`src/rtl/uart_byte_rx_if.sv`:
```
// Serial-side bundle between the RX pin logic and the byte consumer.
// The slave modport is the receiver; the master modport drives the line and observes results.
interface uart_byte_rx_if;
   logic       rx;
   logic [7:0] rx_data;
   logic       rx_valid;
   logic       frame_err;
   logic       busy;
   logic       idle_timeout;

   modport master (output rx, input rx_data, rx_valid, frame_err, busy, idle_timeout);
   modport slave  (input rx, output rx_data, rx_valid, frame_err, busy, idle_timeout);
endinterface

```
`src/rtl/uart_byte_rx.sv`:
```
// 8N1 UART receiver: synchronised rx, glitch-checked start bit, mid-bit sampling,
// framing-error pulse and an idle timeout armed by the first good byte.
module uart_byte_rx #(
   parameter int BPS_CNT  = 434,
   parameter int MAX_IDLE = 5_000_000
) (
   input  logic           clk,
   input  logic           reset,
   uart_byte_rx_if.slave  bus
);
   localparam int HALF  = BPS_CNT / 2;
   localparam int CNT_W = $clog2(BPS_CNT);
   localparam int IDL_W = $clog2(MAX_IDLE + 1);
   localparam logic [CNT_W-1:0] CNT_HALF = CNT_W'(HALF - 1);
   localparam logic [CNT_W-1:0] CNT_BIT  = CNT_W'(BPS_CNT - 1);
   localparam logic [IDL_W-1:0] IDL_MAX  = IDL_W'(MAX_IDLE);

   typedef enum logic [2:0] {S_IDLE, S_START, S_DATA, S_STOP, S_WAIT_HIGH} state_t;

   state_t           state_q, state_d;
   logic [1:0]       sync_q;
   logic [CNT_W-1:0] cnt_q, cnt_d;
   logic [2:0]       idx_q, idx_d;
   logic [7:0]       shreg_q, shreg_d;
   logic [7:0]       data_q, data_d;
   logic             valid_q, valid_d;
   logic             ferr_q, ferr_d;
   logic [IDL_W-1:0] idle_q, idle_d;
   logic             armed_q, armed_d;
   logic             rx_s, busy;

   assign rx_s = sync_q[1];
   assign busy = (state_q != S_IDLE);

   // Synchroniser resets to the idle-high line level so reset never looks like a start bit.
   always_ff @(posedge clk or negedge reset) begin
      if (!reset) sync_q <= 2'b11;
      else        sync_q <= {sync_q[0], bus.rx};
   end

   always_ff @(posedge clk or negedge reset) begin
      if (!reset) begin
         state_q <= S_IDLE;
         cnt_q   <= '0;
         idx_q   <= '0;
         shreg_q <= '0;
         data_q  <= '0;
         valid_q <= 1'b0;
         ferr_q  <= 1'b0;
         idle_q  <= '0;
         armed_q <= 1'b0;
      end else begin
         state_q <= state_d;
         cnt_q   <= cnt_d;
         idx_q   <= idx_d;
         shreg_q <= shreg_d;
         data_q  <= data_d;
         valid_q <= valid_d;
         ferr_q  <= ferr_d;
         idle_q  <= idle_d;
         armed_q <= armed_d;
      end
   end

   always_comb begin
      state_d = state_q;
      cnt_d   = cnt_q;
      idx_d   = idx_q;
      shreg_d = shreg_q;
      data_d  = data_q;
      valid_d = 1'b0;
      ferr_d  = 1'b0;
      case (state_q)
         S_IDLE: begin
            if (!rx_s) begin
               state_d = S_START;
               cnt_d   = '0;
            end
         end
         S_START: begin
            cnt_d = cnt_q + 1'b1;
            if (cnt_q == CNT_HALF) begin
               cnt_d   = '0;
               idx_d   = '0;
               state_d = rx_s ? S_IDLE : S_DATA;
            end
         end
         S_DATA: begin
            cnt_d = cnt_q + 1'b1;
            if (cnt_q == CNT_BIT) begin
               cnt_d          = '0;
               shreg_d[idx_q] = rx_s;
               if (idx_q == 3'd7) state_d = S_STOP;
               else               idx_d   = idx_q + 3'd1;
            end
         end
         S_STOP: begin
            cnt_d = cnt_q + 1'b1;
            if (cnt_q == CNT_BIT) begin
               cnt_d = '0;
               if (rx_s) begin
                  data_d  = shreg_q;
                  valid_d = 1'b1;
                  state_d = S_IDLE;
               end else begin
                  ferr_d  = 1'b1;
                  state_d = S_WAIT_HIGH;
               end
            end
         end
         S_WAIT_HIGH: if (rx_s) state_d = S_IDLE;
         default:     state_d = S_IDLE;
      endcase
   end

   // Every good byte ends a busy stretch, so holding the counter at zero while busy
   // already leaves it at zero in the rx_valid cycle; it counts up from there.
   always_comb begin
      idle_d  = idle_q;
      armed_d = armed_q | valid_q;
      if (busy)                   idle_d = '0;
      else if (idle_q != IDL_MAX) idle_d = idle_q + 1'b1;
   end

   assign bus.rx_data      = data_q;
   assign bus.rx_valid     = valid_q;
   assign bus.frame_err    = ferr_q;
   assign bus.busy         = busy;
   assign bus.idle_timeout = armed_q && (idle_q == IDL_MAX);
endmodule

```
`src/flat_wrapper.sv`:
```
// flat-port wrapper written by rule: the top's interface ports become plain ports
module uart_byte_rx_flat 
#(
   parameter int BPS_CNT  = 434,
   parameter int MAX_IDLE = 5_000_000
)
  (clk, reset, bus_rx, bus_rx_data, bus_rx_valid, bus_frame_err, bus_busy, bus_idle_timeout);
  uart_byte_rx_if bus_i ();
  input  logic clk;
  input  logic reset;
  input wire logic [$bits(bus_i.rx)-1:0] bus_rx;
  output wire logic [$bits(bus_i.rx_data)-1:0] bus_rx_data;
  output wire logic [$bits(bus_i.rx_valid)-1:0] bus_rx_valid;
  output wire logic [$bits(bus_i.frame_err)-1:0] bus_frame_err;
  output wire logic [$bits(bus_i.busy)-1:0] bus_busy;
  output wire logic [$bits(bus_i.idle_timeout)-1:0] bus_idle_timeout;
  assign bus_i.rx = bus_rx;
  assign bus_rx_data = bus_i.rx_data;
  assign bus_rx_valid = bus_i.rx_valid;
  assign bus_frame_err = bus_i.frame_err;
  assign bus_busy = bus_i.busy;
  assign bus_idle_timeout = bus_i.idle_timeout;
  uart_byte_rx #(.BPS_CNT(BPS_CNT), .MAX_IDLE(MAX_IDLE)) u_core (.clk(clk), .reset(reset), .bus(bus_i));
endmodule
```
`config.mk`:
```
export PLATFORM = sky130hd
export DESIGN_NAME = uart_byte_rx_flat
export DESIGN_NICKNAME = d
export VERILOG_FILES = /design/src/rtl/uart_byte_rx_if.sv /design/src/rtl/uart_byte_rx.sv /design/src/flat_wrapper.sv
export SDC_FILE = /design/constraint.sdc
export NUM_CORES = 1
export LEC_CHECK = 0
export CORE_MARGIN = 1.5
export CORE_UTILIZATION = 56
export CTS_BUF_LIST = sky130_fd_sc_hd__clkbuf_4 sky130_fd_sc_hd__clkbuf_8
export DETAILED_ROUTE_END_ITERATION = 10
export PLACE_DENSITY = 0.86
export SYNTH_ARGS = -nofsm -noshare
export SYNTH_HDL_FRONTEND = slang
export SYNTH_SLANG_ARGS = --single-unit
```
`constraint.sdc`:
```
create_clock -name clk -period 1.7 [get_ports clk]
set_input_delay 0.255 -clock clk [delete_from_list [all_inputs] [get_ports clk]]
set_output_delay 0.255 -clock clk [all_outputs]
set_load 0.02 [all_outputs]
```
==> results of run 1 <==
cells by family after synthesis:
group,Yosys count,share of synthesized area
xor gates and xnor gates,8,0.02308
muxes,18,0.07502
adders and majority gates,7,0.02885
DFF,59,0.4872
and+or+nand+nor,130,0.2457
AOI/OAI and AO/OA,57,0.1092
buffers and inverters,22,0.03092
cell usage after synthesis (all sizes together) (5+ instances only):
library cell  number
dfrtp             57
nor4               5
nand2             32
ha                 7
nor4b              6
mux2              14
o21ai             21
nor2              17
and4               6
xor2               8
nor3               8
a21oi             18
nand3             15
nand4              8
inv                9
or3               10
clkbuf             9
metrics by stage:
stage	setup TNS (ns)	hold WS, ns	utilization	instances	worst slack (ns)
floorplan	-0.8900	-0.04059	-	301	-0.1082
global placement	-4.480	0.1138	0.7448	457	-0.3931
detailed placement	-7.114	0.1104	0.7448	457	-0.5473
CTS	-2.778	0.2956	0.8781	488	-0.2143
routing by layer:
metal  global-route usage  GRT overflow
met1               0.8105             0
met3               0.6000             1
met2                1.034           125
met5              0.09091             0
met4               0.9852            93
repair_timing:
item / CTS
cloned: 2
setup buffers: 14
pin swaps: 19
hold buffers: 1
setup endpoints to repair: 44
endpoints found under the hold margin: 9
gates resized for setup: 94
==> out/qor.log, run 1 <==
qor: logic_synthesis.ys.warnings.count 0
qor: logic_synthesis.mean_cell_area_of_the_mapped_netlist 10.08 um^2
qor: sta.worst_ep_category output port
qor: run_status.outcome did not finish
qor: cts.numCtsBuffers 9
qor: grt.grt_start_max_net_pins 25
qor: cts.cts.path.max_buffers 2
qor: logic_synthesis.post_synth_num_cell_types 48
qor: logic_synthesis.post_synth_inst_count 301
qor: die.ioPinCount 15
qor: logic_synthesis.synth_top_area_frac 0.4699
qor: die.std_cell_rows 26
qor: die.fp.dieH 76.63 um
qor: logic_synthesis.prevailing_post_synth_register_cell dfrtp_1
qor: logic_synthesis.ys_seq_area_frac 0.4872
qor: cts.cts-htree-levels 3
qor: placement.dp.final_hpwl 5.981 mm
qor: cts.clockRootBuffer clkbuf_8
qor: cts.cts_sinks 59
qor: sta.grt_repair_worst_endpoint bus_idle_timeout
qor: logic_synthesis.synth_fp_nets 311
qor: logic_synthesis.synth.cell_area 0.003035 mm^2
qor: logic_synthesis.synth_edf_count 0
qor: grt.grt.overflow.total 219
qor: grt.track_usage 0.8337
qor: placement.placed_area 0.003852 mm^2
qor: run_status.haltStage 5_1_grt
qor: logic_synthesis.asyncSetResetFlopFracSynth 1.000
qor: placement.gp_congestion 0.8899
qor: run_status.firstError [ERROR GRT-0232] Routing congestion too high. Check the congestion heatmap in the GUI.
qor: logic_synthesis.synthTopCellsByArea dfrtp_1, mux2_4, nand2_1, o21ai_0, a21oi_1
qor: die.chip_width 76.63 um
qor: placement.io_buffers 14
qor: logic_synthesis.ys_ff_latch 59
qor: die.initial_core_util 0.5868
qor: logic_synthesis.synthDominantAreaCellType dfrtp_1
==> run 2, diff against run 1 <==
- CORE_UTILIZATION: 56 -> 40
- CTS_BUF_LIST: sky130_fd_sc_hd__clkbuf_4 sky130_fd_sc_hd__clkbuf_8 -> not set
- PLACE_DENSITY: 0.86 -> not set
- PLACE_DENSITY_LB_ADDON: not set -> 0.15
- clock period: 1.7 -> 2.2 ns (I/O delays scaled with it)
==> run 2 against run 1 <==
Compared with the run above: the run now ends clean; area after synthesis unchanged; synthesized cell count stayed put.
==> out/qor.log, run 2 <==
qor: run_status.outcome finished, final reports clean [was did not finish]
qor: logic_synthesis.synth_edf_count 0 [unchanged]
qor: pwr.max-vdd-ir-drop 424.8 uV
qor: cts.hold_buffers 0 [was 1]
qor: die.fp.coreArea 0.007292 mm^2
qor: die.ioPinCount 15 [unchanged]
qor: placement.dp_worst_setup_slack -0.04493 ns [was -0.5473 ns]
qor: layout.layout_commonest_cell dfrtp_1
qor: layout.regMostFlops u_core.idle_q
qor: sta.rsz_0062_raised_after_global_routing no
qor: critical_path.crit_path_cell_trace inv_1 > ha_1 > nor4bb_4 > and4_1 > and3_1 > clkdlybuf4s15_2
qor: logic_synthesis.ys_seq_area_frac 0.4872 [unchanged]
qor: logic_synthesis.post_synth_num_cell_types 48 [unchanged]
qor: pwr.cellPowerDensity 630.8 mW/mm^2
qor: sta.finalWorstSetupSlack 0.07789 ns
qor: critical_path.crit_path_required_time 1.87 ns
qor: logic_synthesis.synthTopCellsByCount dfrtp_1, nand2_1, o21ai_0 [unchanged]
qor: layout.area_growth_syn_to_layout 25.27%
qor: routing.ant_nets 0
qor: critical_path.end_kind output pin
qor: cts.cts_sinks 59 [unchanged]
qor: cts.numCtsBuffers 9 [unchanged]
qor: sta.report.final.slew_viol_count 0
qor: layout.design.final.nets 357
qor: grt.first_global_vias 2,377
qor: sta.transition_time_at_the_pin_with_the_least_slew_margin 0.6480 ns
qor: sta.period_share 0.9646
qor: sta.finalHoldViolations 0
qor: routing.routed_via_density 5.395
qor: critical_path.worst-setup-path-type reg -> out
qor: sta.max-slew-margin-rel 0.5654
qor: sta.setup-violations-final 0
qor: logic_synthesis.synth_fp_nets 311 [unchanged]
qor: layout.layout.cells.most_common_list dfrtp_1, buf_4, nand2_1
qor: cts.clockRootBuffer clkbuf_8 [unchanged]
qor: die.die_area 0.008120 mm^2
qor: sta.final.min_clock_period 2.122 ns
qor: worst_hold_path.hp-class in -> async
qor: logic_synthesis.ys.warnings.count 0 [unchanged]
qor: grt.grt_antenna_before_repair 0
qor: cts.cts.path.max_buffers 2 [unchanged]
qor: logic_synthesis.synthDominantAreaCellType dfrtp_1 [unchanged]
qor: grt.grt.overflow.total 0
qor: placement.gp_congestion 0.7630 [was 0.8899]
qor: critical_path.timing.critical_path.max_delay_family simple AND/OR/NAND/NOR gates
qor: logic_synthesis.asyncSetResetFlopFracSynth 1.000 [unchanged]
qor: cts.tritoncts_clock_tree built
qor: cts.worst_setup_hold_path_clk_slew 0.07 ns
qor: die.std_cell_rows 31 [was 26]
qor: routing.routed_wl 6.506 mm
qor: critical_path.path_buf_inv 2
qor: routing.detail_route.iter0.violations 101
qor: routing.drc 0
qor: layout.final_cell_area 0.003802 mm^2
qor: die.chip_width 90.11 um [was 76.63 um]
qor: critical_path.critical-path-slowest-cell dfrtp_1
qor: layout.insertedDiodeCount 0
qor: grt.grt_pass1_wl 11.24 mm
qor: layout.layout-drive-gt1-share 0.2358
qor: logic_synthesis.synthTopCellsByArea dfrtp_1, mux2_4, nand2_1, o21ai_0, a21oi_1 [unchanged]
qor: pwr.total_leakage_power 1.653 nW
qor: critical_path.timing.critical_path.slowest_cell_delay 0.40 ns
qor: logic_synthesis.prevailing_post_synth_register_cell dfrtp_1 [unchanged]
qor: critical_path.data_arrival_time_at_the_worst_slack_endpoint 1.79 ns
qor: layout.top_regs u_core.idle_q: 23 flops, u_core.cnt_q: 9 flops
qor: routing.routed_wire_length_per_instance 14.43 um
qor: grt.grt_start_max_net_pins 26
qor: cts.clock_latency 0.32 ns
qor: grt.track_usage 0.1733
qor: logic_synthesis.ys_ff_latch 59 [unchanged]
qor: layout.share_of_the_core_filled_with_cells 0.5214
qor: logic_synthesis.post-synth-top-count-cell dfrtp_1 [unchanged]
qor: logic_synthesis.post_synth_inst_count 301 [unchanged]
qor: routing.detail_route.first_pass.iterations 4
qor: logic_synthesis.mean_cell_area_of_the_mapped_netlist 10.08 um^2 [unchanged]
qor: placement.placed_area 0.003495 mm^2 [was 0.003852 mm^2]
qor: die.initial_core_util 0.4163 [was 0.5868]
qor: critical_path.path_max_fanout 2
qor: sta.max_freq 471.2 MHz
qor: cts.cts-htree-levels 3 [unchanged]
qor: placement.dp.final_hpwl 4.658 mm [was 5.981 mm]
qor: sta.clock-skew-final 0.008467 ns
qor: routing.routed-via-count 2,433
qor: pwr.post-layout-total-power 2.398 mW
qor: die.fp.dieH 90.11 um [was 76.63 um]
qor: logic_synthesis.synth_top_area_frac 0.4699 [unchanged]
qor: critical_path.critPathLaunchType flop
qor: layout.largest_register_ffs 23
qor: logic_synthesis.synth.cell_area 0.003035 mm^2 [unchanged]
qor: flow_run.max-cap-violations 0
qor: placement.io_buffers 14 [unchanged]
run 2: cell counts after synthesis:
No cell type changed its count.
run 2: repair_timing:
item / 4_1_cts / 5_1_grt
setup endpoints to repair: 2 / 3
pin swaps: 1 / 2
resized for setup: 7 / 4
setup buffers: 0 / 1
run 2: worst reg2reg max path: cells and delay by family, from the launching register on:
| family | cells | cell delay [ns] |
|---|---|---|
| simple gates | 3 | 0.73 |
| flops | 1 | 0.39 |
| mux | 1 | 0.38 |
| buf+inv | 2 | 0.27 |
| fa+ha+maj | 1 | 0.14 |
run 2: through the flow:
| step | cells | hold WS (ns) | setup TNS (ns) |
|---|---|---|---|
| final | 451 | 0.008187 | 0 |
| after global routing | 451 | 0.03783 | 0 |
| after CTS | 450 | 0.03414 | 0 |
| after detailed placement | 434 | 0.3510 | -0.04493 |
| after global placement | 434 | 0.3510 | -0.01931 |
| after floorplan | 301 | 0.03441 | 0 |
run 2: power by group:
group	switching, mW	internal [mW]	leakage (nW)
Clock	0.406	0.867	0.128
Sequential	0.000811	1.09	0.803
Combinational	0.0270	0.00978	0.723
run 2: cells by family (layout without fill, tap and decap cells):
group           Yosys count  count (layout)  share of synthesized area
compound gates           57              57                     0.1092
xor+xnor                  8               8                    0.02308
fa+ha+maj                 7               7                    0.02885
buf+inv                  22              73                    0.03092
flops                    59              59                     0.4872
mux                      18              18                    0.07502
simple gates            130             130                     0.2457
run 2: final cells by class:
| cell class | instances | area (um^2) |
|---|---|---|
| clock buffer | 11 | 131.4 |
| sequential | 59 | 1479 |
| tap | 99 | 123.9 |
| timing repair buffer | 48 | 402.9 |
| fill | 678 | 3490 |
| multi-input combinational | 220 | 1506 |
| clock inverter | 5 | 125.1 |
| inverter | 9 | 33.78 |
run 2: final timing paths:
path                                  startpoint               endpoint  slack, ns  depth (start not counted)
worst max-delay path            u_core.idle_q[1]       bus_idle_timeout       0.08                          6
min in group clk                u_core.sync_q[0]       u_core.sync_q[1]       0.36                          0
max in group asynchronous                  reset  u_core.bus.rx_data[7]       1.55                          2
worst max register to register   u_core.cnt_q[1]      u_core.shreg_q[4]       0.17                          7
worst min-delay path                       reset      u_core.idle_q[19]      0.008                          1
worst min register to register  u_core.sync_q[0]       u_core.sync_q[1]       0.36                          0
run 2: metal layers:
metal / GRT usage / routed length [um] / up-vias
met2: 0.2860 / 3224 / 38
li1: - / - / 1202
met4: 0.05026 / 69 / 0
met1: 0.2212 / 3005 / 1186
met3: 0.04907 / 206 / 7
met5: 0 / 0 / -
No activity file was read; power rests on OpenSTA's default activity.
